`src/rtl/controle_pkg.sv`:
```
// Shared encodings for the multicycle RISC-V control unit: FSM states,
// opcode/funct constants, ALU operations, mux selects and instruction classes.
package controle_pkg;

    typedef enum logic [4:0] {
        ST_RESET      = 5'd0,
        ST_FETCH      = 5'd1,
        ST_FETCH_WAIT = 5'd2,
        ST_DECODE     = 5'd3,
        ST_EXEC_R     = 5'd4,
        ST_EXEC_I     = 5'd5,
        ST_WB_ALU     = 5'd6,
        ST_ADDR       = 5'd7,
        ST_MEM_RD     = 5'd8,
        ST_MEM_WAIT   = 5'd9,
        ST_WB_LD      = 5'd10,
        ST_MEM_WR     = 5'd11,
        ST_BRANCH     = 5'd12,
        ST_WB_LUI     = 5'd13,
        ST_PC_INC     = 5'd14,
        ST_HALT       = 5'd15
    } state_t;

    typedef enum logic [2:0] {
        IC_R    = 3'd0,
        IC_ADDI = 3'd1,
        IC_LD   = 3'd2,
        IC_SD   = 3'd3,
        IC_BEQ  = 3'd4,
        IC_BNE  = 3'd5,
        IC_LUI  = 3'd6,
        IC_BAD  = 3'd7
    } instr_class_t;

    localparam logic [6:0] OP_R      = 7'b0110011;
    localparam logic [6:0] OP_IMM    = 7'b0010011;
    localparam logic [6:0] OP_LOAD   = 7'b0000011;
    localparam logic [6:0] OP_STORE  = 7'b0100011;
    localparam logic [6:0] OP_BRANCH = 7'b1100011;
    localparam logic [6:0] OP_LUI    = 7'b0110111;

    localparam logic [2:0] F3_ADD  = 3'b000;
    localparam logic [2:0] F3_SLT  = 3'b010;
    localparam logic [2:0] F3_AND  = 3'b111;
    localparam logic [2:0] F3_DW   = 3'b011;
    localparam logic [2:0] F3_BEQ  = 3'b000;
    localparam logic [2:0] F3_BNE  = 3'b001;
    localparam logic [6:0] F7_BASE = 7'b0000000;
    localparam logic [6:0] F7_SUB  = 7'b0100000;

    localparam logic [2:0] ALU_PASS = 3'b000;
    localparam logic [2:0] ALU_ADD  = 3'b001;
    localparam logic [2:0] ALU_SUB  = 3'b010;
    localparam logic [2:0] ALU_AND  = 3'b011;
    localparam logic [2:0] ALU_SLT  = 3'b111;

    localparam logic       SRCA_PC    = 1'b0;
    localparam logic       SRCA_REGA  = 1'b1;
    localparam logic [1:0] SRCB_REGB  = 2'b00;
    localparam logic [1:0] SRCB_FOUR  = 2'b01;
    localparam logic [1:0] SRCB_IMM   = 2'b10;
    localparam logic [1:0] SRCB_SHIFT = 2'b11;
    localparam logic [2:0] WB_ALUOUT  = 3'b000;
    localparam logic [2:0] WB_MEMDATA = 3'b001;
    localparam logic [2:0] WB_IMM     = 3'b010;
    localparam logic       PC_ALU     = 1'b0;
    localparam logic       PC_ALUOUT  = 1'b1;

endpackage

```
`src/rtl/controle_multiciclo_decodifica_instr.sv`:
```
// Combinational instruction classifier: opcode/funct3/funct7 to class,
// R-type ALU operation and an illegal-encoding flag.
module decodifica_instr
    import controle_pkg::*;
(
    input  logic [6:0]   opcode,
    input  logic [2:0]   funct3,
    input  logic [6:0]   funct7,
    output instr_class_t iclass,
    output logic [2:0]   r_alu_op,
    output logic         illegal
);

    logic r_bad_s;

    // Classify the opcode and resolve the R-type function
    always_comb begin
        iclass   = IC_BAD;
        r_alu_op = ALU_ADD;
        r_bad_s  = 1'b0;

        case (opcode)
            OP_R:      iclass = IC_R;
            OP_IMM:    iclass = (funct3 == F3_ADD) ? IC_ADDI : IC_BAD;
            OP_LOAD:   iclass = (funct3 == F3_DW)  ? IC_LD   : IC_BAD;
            OP_STORE:  iclass = (funct3 == F3_DW)  ? IC_SD   : IC_BAD;
            OP_BRANCH: begin
                if (funct3 == F3_BEQ) begin
                    iclass = IC_BEQ;
                end else if (funct3 == F3_BNE) begin
                    iclass = IC_BNE;
                end else begin
                    iclass = IC_BAD;
                end
            end
            OP_LUI:    iclass = IC_LUI;
            default:   iclass = IC_BAD;
        endcase

        // and/slt ignore funct7; add/sub are told apart by it
        case (funct3)
            F3_ADD: begin
                if (funct7 == F7_BASE) begin
                    r_alu_op = ALU_ADD;
                end else if (funct7 == F7_SUB) begin
                    r_alu_op = ALU_SUB;
                end else begin
                    r_bad_s = 1'b1;
                end
            end
            F3_AND:  r_alu_op = ALU_AND;
            F3_SLT:  r_alu_op = ALU_SLT;
            default: r_bad_s  = 1'b1;
        endcase

        illegal = (iclass == IC_BAD) || ((iclass == IC_R) && r_bad_s);
    end

endmodule

```
`src/rtl/controle_multiciclo.sv`:
```
// Moore control FSM for the multicycle 64-bit RISC-V datapath; drives every
// mux select, register load and write strobe from the current state.
module controle_multiciclo
    import controle_pkg::*;
(
    input  logic        clk,
    input  logic        rst,
    input  logic [6:0]  i6_0,
    input  logic [31:0] i31_0,
    input  logic        AluZero,
    output logic        PCwrite,
    output logic        PCWriteCond,
    output logic        LoadIR,
    output logic        MemRead,
    output logic        MemData_Read,
    output logic        SelMux2,
    output logic [1:0]  SelMux4,
    output logic [2:0]  SelMuxMem,
    output logic        SelMuxPC,
    output logic        RegWrite,
    output logic        loadRegA,
    output logic        loadRegB,
    output logic        loadRegMemData,
    output logic        loadRegAluOut,
    output logic [2:0]  AluOperation,
    output logic        halted,
    output logic [4:0]  state_o
);

    state_t       state_q, state_d;
    instr_class_t iclass_s;
    logic [2:0]   r_alu_op_s;
    logic         illegal_s;
    logic         taken_s;
    logic         unused_ir_s;

    assign unused_ir_s = ^{i31_0[24:15], i31_0[11:0]};

    decodifica_instr u_dec (
        .opcode   (i6_0),
        .funct3   (i31_0[14:12]),
        .funct7   (i31_0[31:25]),
        .iclass   (iclass_s),
        .r_alu_op (r_alu_op_s),
        .illegal  (illegal_s)
    );

    // State register; reset forces RESET immediately
    always_ff @(posedge clk or posedge rst) begin
        if (rst) begin
            state_q <= ST_RESET;
        end else begin
            state_q <= state_d;
        end
    end

    // Next-state and state-decoded control outputs
    always_comb begin
        state_d        = state_q;
        taken_s        = 1'b0;
        PCwrite        = 1'b0;
        PCWriteCond    = 1'b0;
        LoadIR         = 1'b0;
        MemRead        = 1'b0;
        MemData_Read   = 1'b0;
        SelMux2        = SRCA_PC;
        SelMux4        = SRCB_REGB;
        SelMuxMem      = WB_ALUOUT;
        SelMuxPC       = PC_ALU;
        RegWrite       = 1'b0;
        loadRegA       = 1'b0;
        loadRegB       = 1'b0;
        loadRegMemData = 1'b0;
        loadRegAluOut  = 1'b0;
        AluOperation   = ALU_ADD;
        halted         = 1'b0;

        case (state_q)
            ST_RESET: begin
                AluOperation = ALU_PASS;
                state_d      = ST_FETCH;
            end
            ST_FETCH: state_d = ST_FETCH_WAIT;
            ST_FETCH_WAIT: begin
                LoadIR  = 1'b1;
                state_d = ST_DECODE;
            end
            ST_DECODE: begin
                // Speculatively compute the branch target while reading registers
                loadRegA      = 1'b1;
                loadRegB      = 1'b1;
                SelMux2       = SRCA_PC;
                SelMux4       = SRCB_SHIFT;
                loadRegAluOut = 1'b1;
                case (iclass_s)
                    IC_R:          state_d = ST_EXEC_R;
                    IC_ADDI:       state_d = ST_EXEC_I;
                    IC_LD, IC_SD:  state_d = ST_ADDR;
                    IC_BEQ, IC_BNE: state_d = ST_BRANCH;
                    IC_LUI:        state_d = ST_WB_LUI;
                    default:       state_d = ST_HALT;
                endcase
            end
            ST_EXEC_R: begin
                SelMux2       = SRCA_REGA;
                SelMux4       = SRCB_REGB;
                AluOperation  = r_alu_op_s;
                loadRegAluOut = 1'b1;
                state_d       = illegal_s ? ST_HALT : ST_WB_ALU;
            end
            ST_EXEC_I, ST_ADDR: begin
                SelMux2       = SRCA_REGA;
                SelMux4       = SRCB_IMM;
                loadRegAluOut = 1'b1;
                if (state_q == ST_EXEC_I) begin
                    state_d = ST_WB_ALU;
                end else if (iclass_s == IC_SD) begin
                    state_d = ST_MEM_WR;
                end else begin
                    state_d = ST_MEM_RD;
                end
            end
            ST_WB_ALU: begin
                RegWrite  = 1'b1;
                SelMuxMem = WB_ALUOUT;
                state_d   = ST_PC_INC;
            end
            ST_MEM_RD: state_d = ST_MEM_WAIT;
            ST_MEM_WAIT: begin
                loadRegMemData = 1'b1;
                state_d        = ST_WB_LD;
            end
            ST_WB_LD: begin
                RegWrite  = 1'b1;
                SelMuxMem = WB_MEMDATA;
                state_d   = ST_PC_INC;
            end
            ST_MEM_WR: begin
                MemData_Read = 1'b1;
                state_d      = ST_PC_INC;
            end
            ST_BRANCH: begin
                // Taken branches load the target from AluOut and skip PC_INC
                taken_s      = ((iclass_s == IC_BEQ) && AluZero) ||
                               ((iclass_s == IC_BNE) && !AluZero);
                SelMux2      = SRCA_REGA;
                SelMux4      = SRCB_REGB;
                AluOperation = ALU_SUB;
                PCWriteCond  = 1'b1;
                SelMuxPC     = PC_ALUOUT;
                PCwrite      = taken_s;
                state_d      = taken_s ? ST_FETCH : ST_PC_INC;
            end
            ST_WB_LUI: begin
                RegWrite  = 1'b1;
                SelMuxMem = WB_IMM;
                state_d   = ST_PC_INC;
            end
            ST_PC_INC: begin
                SelMux2  = SRCA_PC;
                SelMux4  = SRCB_FOUR;
                SelMuxPC = PC_ALU;
                PCwrite  = 1'b1;
                state_d  = ST_FETCH;
            end
            ST_HALT: begin
                halted  = 1'b1;
                state_d = ST_HALT;
            end
            default: state_d = ST_RESET;
        endcase
    end

    assign state_o = state_q;

endmodule

```
`config.mk`:
```
export PLATFORM = sky130hd
export DESIGN_NAME = controle_multiciclo
export DESIGN_NICKNAME = d
export VERILOG_FILES = /design/src/rtl/controle_pkg.sv /design/src/rtl/controle_multiciclo_decodifica_instr.sv /design/src/rtl/controle_multiciclo.sv
export SDC_FILE = /design/constraint.sdc
export NUM_CORES = 1
export LEC_CHECK = 0
export BUFFER_PORTS_ARGS = -buffer_cell sky130_fd_sc_hd__buf_2
export CORE_MARGIN = 1.5
export CORE_UTILIZATION = 39
export CTS_CLUSTER_DIAMETER = 120
export CTS_CLUSTER_SIZE = 14
export DETAILED_ROUTE_END_ITERATION = 10
export HOLD_SLACK_MARGIN = 0.02
export PLACE_DENSITY = 0.86
export RECOVER_POWER = 50
export SLEW_MARGIN = 20
export SYNTH_ARGS = -nofsm -noshare
export SYNTH_HDL_FRONTEND = slang
export SYNTH_HIERARCHICAL = 1
export SYNTH_SLANG_ARGS = --single-unit
```
`constraint.sdc`:
```
create_clock -name clk -period 3.39 [get_ports clk]
set_clock_uncertainty 0.15 [all_clocks]
set_input_delay 0.1695 -clock clk [delete_from_list [all_inputs] [get_ports clk]]
set_output_delay 0.1695 -clock clk [all_outputs]
set_load 0.05 [all_outputs]
```
==> impl_metrics.ini, run 1 <==
[clocking]
clockBufferDepth = 2
root_buffer = clkbuf_4
numCtsBuffers = 3
cts_tree = built
clkLatencyLatePin_ns = 0.24
clk_pin_slew_ns = 0.04
cts_sinks = 4
cts_setup_buffers = 0
h-tree-depth = 1

[grt]
overflow = 0
grt_pass1_wl_mm = 2.71
grt.total_usage_pct = 17.3
antenna_found_initial = 0
grt_pass1_vias = 678
grt_max_degree = 23

[power]
comb_power_share_pct = 75.3
pwr-share-seq_pct = 18.3
p_sw_uw = 636
powerDensity_mw_per_mm2 = 1010
swShare_pct = 68.9
p_clk_share_pct = 6.4
finalPower_uw = 924
power.leakage_uw = 0.000431
p_int_uw = 288
irDropWorstVdd_mv = 0.377

[sta]
hold_violations = 0
setup_viol = 0
layout_min_cycle_time_ns = 2.52
whs_ns = 0.205
tightest_slew_ns = 0.689
clock.fmax_ghz = 0.397
timing.final.crit_share_pct = 74.3
maxSlewViolCount = 0
rsz0062_at_grt = false
fin_setup_tns_ns = 0
maxSlewHeadroom_pct = 54.1
fin_ws_ns = 0.873

[cells_and_area]
multi_input_comb_area_um2 = 543
final_nets = 190
largest_reg_flops = 4
final_common_cell = buf_2
area_growth_pct = 27.9
drive_above_1_share_pct = 29.5
regArea_um2 = 100
layout_common_cells = buf_2, nor2_1, nand2_1, nor3_1, clkbuf_1
final_util_pct = 53.1
fillers = 190
n_antenna_cell = 0

[critical_path]
worstPathMaxFanout = 7
crit_path_top_delay_cell = a2111o_1
crit_type = primary input to output port
worstSetupEndpointType = output port
crit_cells = 8
crit_path_max_incr_delay_ns = 0.45
r2r-end = state_o[1]
crit_arrival_ns = 2.20
rrSetupSlack_ns = 1.73
critical-path-top-delay-family = simple AND/OR/NAND/NOR gates
cp_data_required_time_ns = 3.07
crit_start = i31_0[14]
startpoint_type = primary input
worst-r2r-cell-count = 4
regToRegStartpoint = state_o[2]
path_cells = buf_2 -> nor3_1 -> o21bai_1 -> a2111o_1 -> or2_0 -> nor3_1 -> o21a_1 -> buf_2
critPathBufInv = 2

[synthesis]
async_reset_ff_share_pct = 100
yosysTopAreaCell = dfrtp_1
netlist_area_um2 = 717
yosysSeqAreaShare_pct = 14.0
yosys_warnings = 6
synth_cells = 108
ys.flop_type = dfrtp_1
synth_edf_count = 0
synth_top_area_share_pct = 14.0
yosys-top-cells-area = dfrtp_1, nor2_1, nor3_1
synth_seq_cells = 4
syn_avg_cell_area_um2 = 6.64
synthDistinctLibCells = 43

[drt]
drtIter0Drc = 16
routedWlPerCell_um = 10.8
ant_nets = 0
first_pass_iters = 4
routed_wl_mm = 1.85
vias_per_cell = 5.22
drc = 0
dr_total_vias = 893

[floorplan]
chipWidth_um = 45.9
pin_count = 68
start_util_pct = 41.5
core_mm2 = 0.00173
fp.dieH_um = 45.9
die_area_mm2 = 0.00210
rows = 15

[placed_design]
hpwl_mm = 1.40
pre_cts_ws_ns = 1.05
place_congestion = 0.761
port-buffer-count = 42

[worst_hold_path]
min_path_type = primary input to asynchronous set/reset pin

[flow_run]
maxCapViolCount = 0

[outcome]
outcome = completed
metrics by stage:
stage               std cells  instance area (um2)
floorplan                 110                  724
global placement          167                  903
detailed placement        167                  903
CTS                       171                  936
global route              171                  917
finish                    171                  917
worst max-delay path by stage:
| stage | endpoint |
|---|---|
| 2_1_floorplan | SelMuxPC |
| 3_3_place_gp | PCwrite |
| 3_5_place_dp | PCwrite |
| 4_1_cts | PCwrite |
| 5_1_grt | PCwrite |
| 6_report | PCwrite |
power by group through the flow:
| stage | clock network (uW) | logic, uW | registers, uW |
|---|---|---|---|
| after floorplan | 0 | 569 | 174 |
| after global placement | 0 | 695 | 162 |
| after detailed placement | 0 | 706 | 168 |
| after CTS | 61.3 | 708 | 167 |
| after global routing | 64.2 | 742 | 178 |
| final | 59.4 | 695 | 169 |
logic make-up after synthesis:
kind of cell               share of synthesized area (%)
DFF                                                 14.0
buffers and inverters                               10.3
and+or+nand+nor                                     47.3
xor gates and xnor gates                            3.67
AOI/OAI and AO/OA                                   22.7
other                                              0.523
adders and majority gates                           1.57
layout make-up:
type	instances	area share, %
Multi-Input combinational cell	93	59.2
Timing Repair Buffer	43	22.8
Sequential cell	4	10.9
Tap cell	25	3.41
Clock buffer	3	2.46
Inverter	3	1.23
synthesized netlist by cell type, drive strengths merged, types with 2 or more instances:
cell type	instances
buf	10
o21ai	5
nor2	14
nor2b	3
dfrtp	4
nand2b	3
and2	4
nand2	12
xnor2	2
a21oi	3
nor3b	2
o31ai	2
nand3	2
inv	3
and3	4
nor4	2
nor3	10
a211oi	2
a31oi	2
worst register-to-register path, stage by stage, from the launching register on:
cell	delay, ns
dfrtp_1	0.65
inv_2	0.12
maj3_2	0.34
a211oi_2	0.21
nor3_1	0.07
layer usage:
metal / part of all wire [%] / global-route usage (%) / vias to the layer above
met5: 0 / 0 / -
li1: - / - / 455
met4: 1.2 / 8.57 / 0
met1: 43 / 19.8 / 403
met3: 4.5 / 2.38 / 4
met2: 52 / 30.8 / 31
repair_timing:
| action | CTS | global route |
|---|---|---|
| hold buffers | 1 | 0 |
| hold endpoints to repair | 4 | 0 |
| resized for setup | 0 | 0 |
Power figures use the tool's default switching activity.
==> run 2, diff against run 1 <==
- CORE_UTILIZATION: 39 -> 33
- PLACE_DENSITY: 0.86 -> 0.78
- clock period: 3.39 -> 2.3 ns (I/O delays scaled with it)
==> impl_metrics.ini, run 2 (synthesis results as in run 1) <==
[outcome]
outcome = completed

[drt]
routedWlPerCell_um = 10.4
drtIter0Drc = 20
first_pass_iters = 5
routed_wl_mm = 1.82
vias_per_cell = 5.10
ant_nets = 0
dr_total_vias = 887
drc = 0

[placed_design]
dp_cells = 170
hpwl_mm = 1.41
place_congestion = 0.742
port-buffer-count = 42

[clocking]
numCtsBuffers = 3
clockBufferDepth = 2
cts_sinks = 4
root_buffer = clkbuf_4
cts_tree = built
clk_pin_slew_ns = 0.04
h-tree-depth = 1
cts_setup_buffers = 0
clkLatencyLatePin_ns = 0.24

[floorplan]
fp.dieH_um = 49.6
pin_count = 68
start_util_pct = 35.8
core_mm2 = 0.00200
die_area_mm2 = 0.00246
rows = 16
chipWidth_um = 49.6

[critical_path]
crit_type = primary input to output port
worstPathMaxFanout = 7
worstSetupEndpointType = output port
crit_path_top_delay_cell = a2111o_1
crit_path_max_incr_delay_ns = 0.45
crit_cells = 8
cp_data_required_time_ns = 2.04
path_cells = buf_2 -> nor3_2 -> o21bai_1 -> a2111o_1 -> or2_4 -> nor3_2 -> o21a_1 -> clkbuf_4
critPathBufInv = 2
critical-path-top-delay-family = compound AO/OA/AOI/OAI gates
cp_common_cell = nor3_2
startpoint_type = primary input
crit_arrival_ns = 1.92
worst-r2r-cell-count = 4

[flow_run]
maxCapViolCount = 0

[worst_hold_path]
min_path_type = primary input to asynchronous set/reset pin

[sta]
hold_violations = 0
tightest_slew_ns = 0.723
rsz0062_at_grt = false
setup_viol = 0
layout_min_cycle_time_ns = 2.18
maxSlewViolCount = 0
fin_setup_tns_ns = 0
maxSlewHeadroom_pct = 51.8
clock.fmax_ghz = 0.459
whs_ns = 0.161
timing.final.crit_share_pct = 94.8

[power]
powerDensity_mw_per_mm2 = 1430
irDropWorstVdd_mv = 0.695
power.leakage_uw = 0.000450

[cells_and_area]
fillers = 209
drive_above_1_share_pct = 36.7
n_antenna_cell = 0
layout_common_cells = buf_2, nor2_1, nand2_1, clkbuf_1
area_growth_pct = 35.3
largest_reg_flops = 4
final_common_cell = buf_2
final_nets = 191
fin_cells = 174
final_util_pct = 48.4

[grt]
grt_pass1_vias = 725
grt.total_usage_pct = 14.6
overflow = 0
antenna_found_initial = 0
grt_pass1_wl_mm = 2.95
grt_max_degree = 23
[run 2: cell type report]
type,instances,area [um2],area share (%)
flip-flops and latches,4,100,10.3
repair buffers,44,221,22.8
well taps,27,33.8,3.48
clock buffers,3,22.5,2.32
multi-input cells,93,581,59.9
inverters,3,11.3,1.16
[run 2: timing repair]
item,CTS,global route
gates resized for setup,0,2
hold buffers,1,0
hold endpoints to repair,4,0
setup endpoints to repair,0,1
[run 2: power breakdown]
part	internal, uW	switching [uW]
combinational	277	768
clock	58.4	29.8
sequential	103	150
total	438	948
[run 2: final timing paths]
path / startpoint / to / slack (ns)
max in group asynchronous: rst / state_o[1] / 1.69
hold / removal: rst / state_o[3] / 0.16
hold reg to reg: state_o[0] / state_o[1] / 0.68
setup reg to reg: state_o[3] / state_o[0] / 0.62
setup / recovery: i31_0[14] / PCwrite / 0.12
min in group clk: AluZero / state_o[3] / 0.31
[run 2: metrics by stage]
stage	worst slack, ns	area (um2)	power, uW
after floorplan	-0.0165	749	1120
after global placement	0.0705	938	1290
after detailed placement	0.0619	938	1310
after CTS	0.0542	971	1400
after global routing	0.0270	970	1480
final	0.119	970	1390
[run 2: worst reg2reg max path, cell delays in order (launching register included)]
cell and delay (ns):
dfrtp_1 0.80, nand2_1 0.27, nor2_1 0.22, a31oi_1 0.06
nand4b_1 0.11
[run 2: layer usage]
metal	vias up	share of wire [%]	track usage (%)
met3	0	6.0	2.73
li1	458	-	-
met2	32	50	27.6
met4	0	0	2.78
met5	-	0	0
met1	397	44	16.9
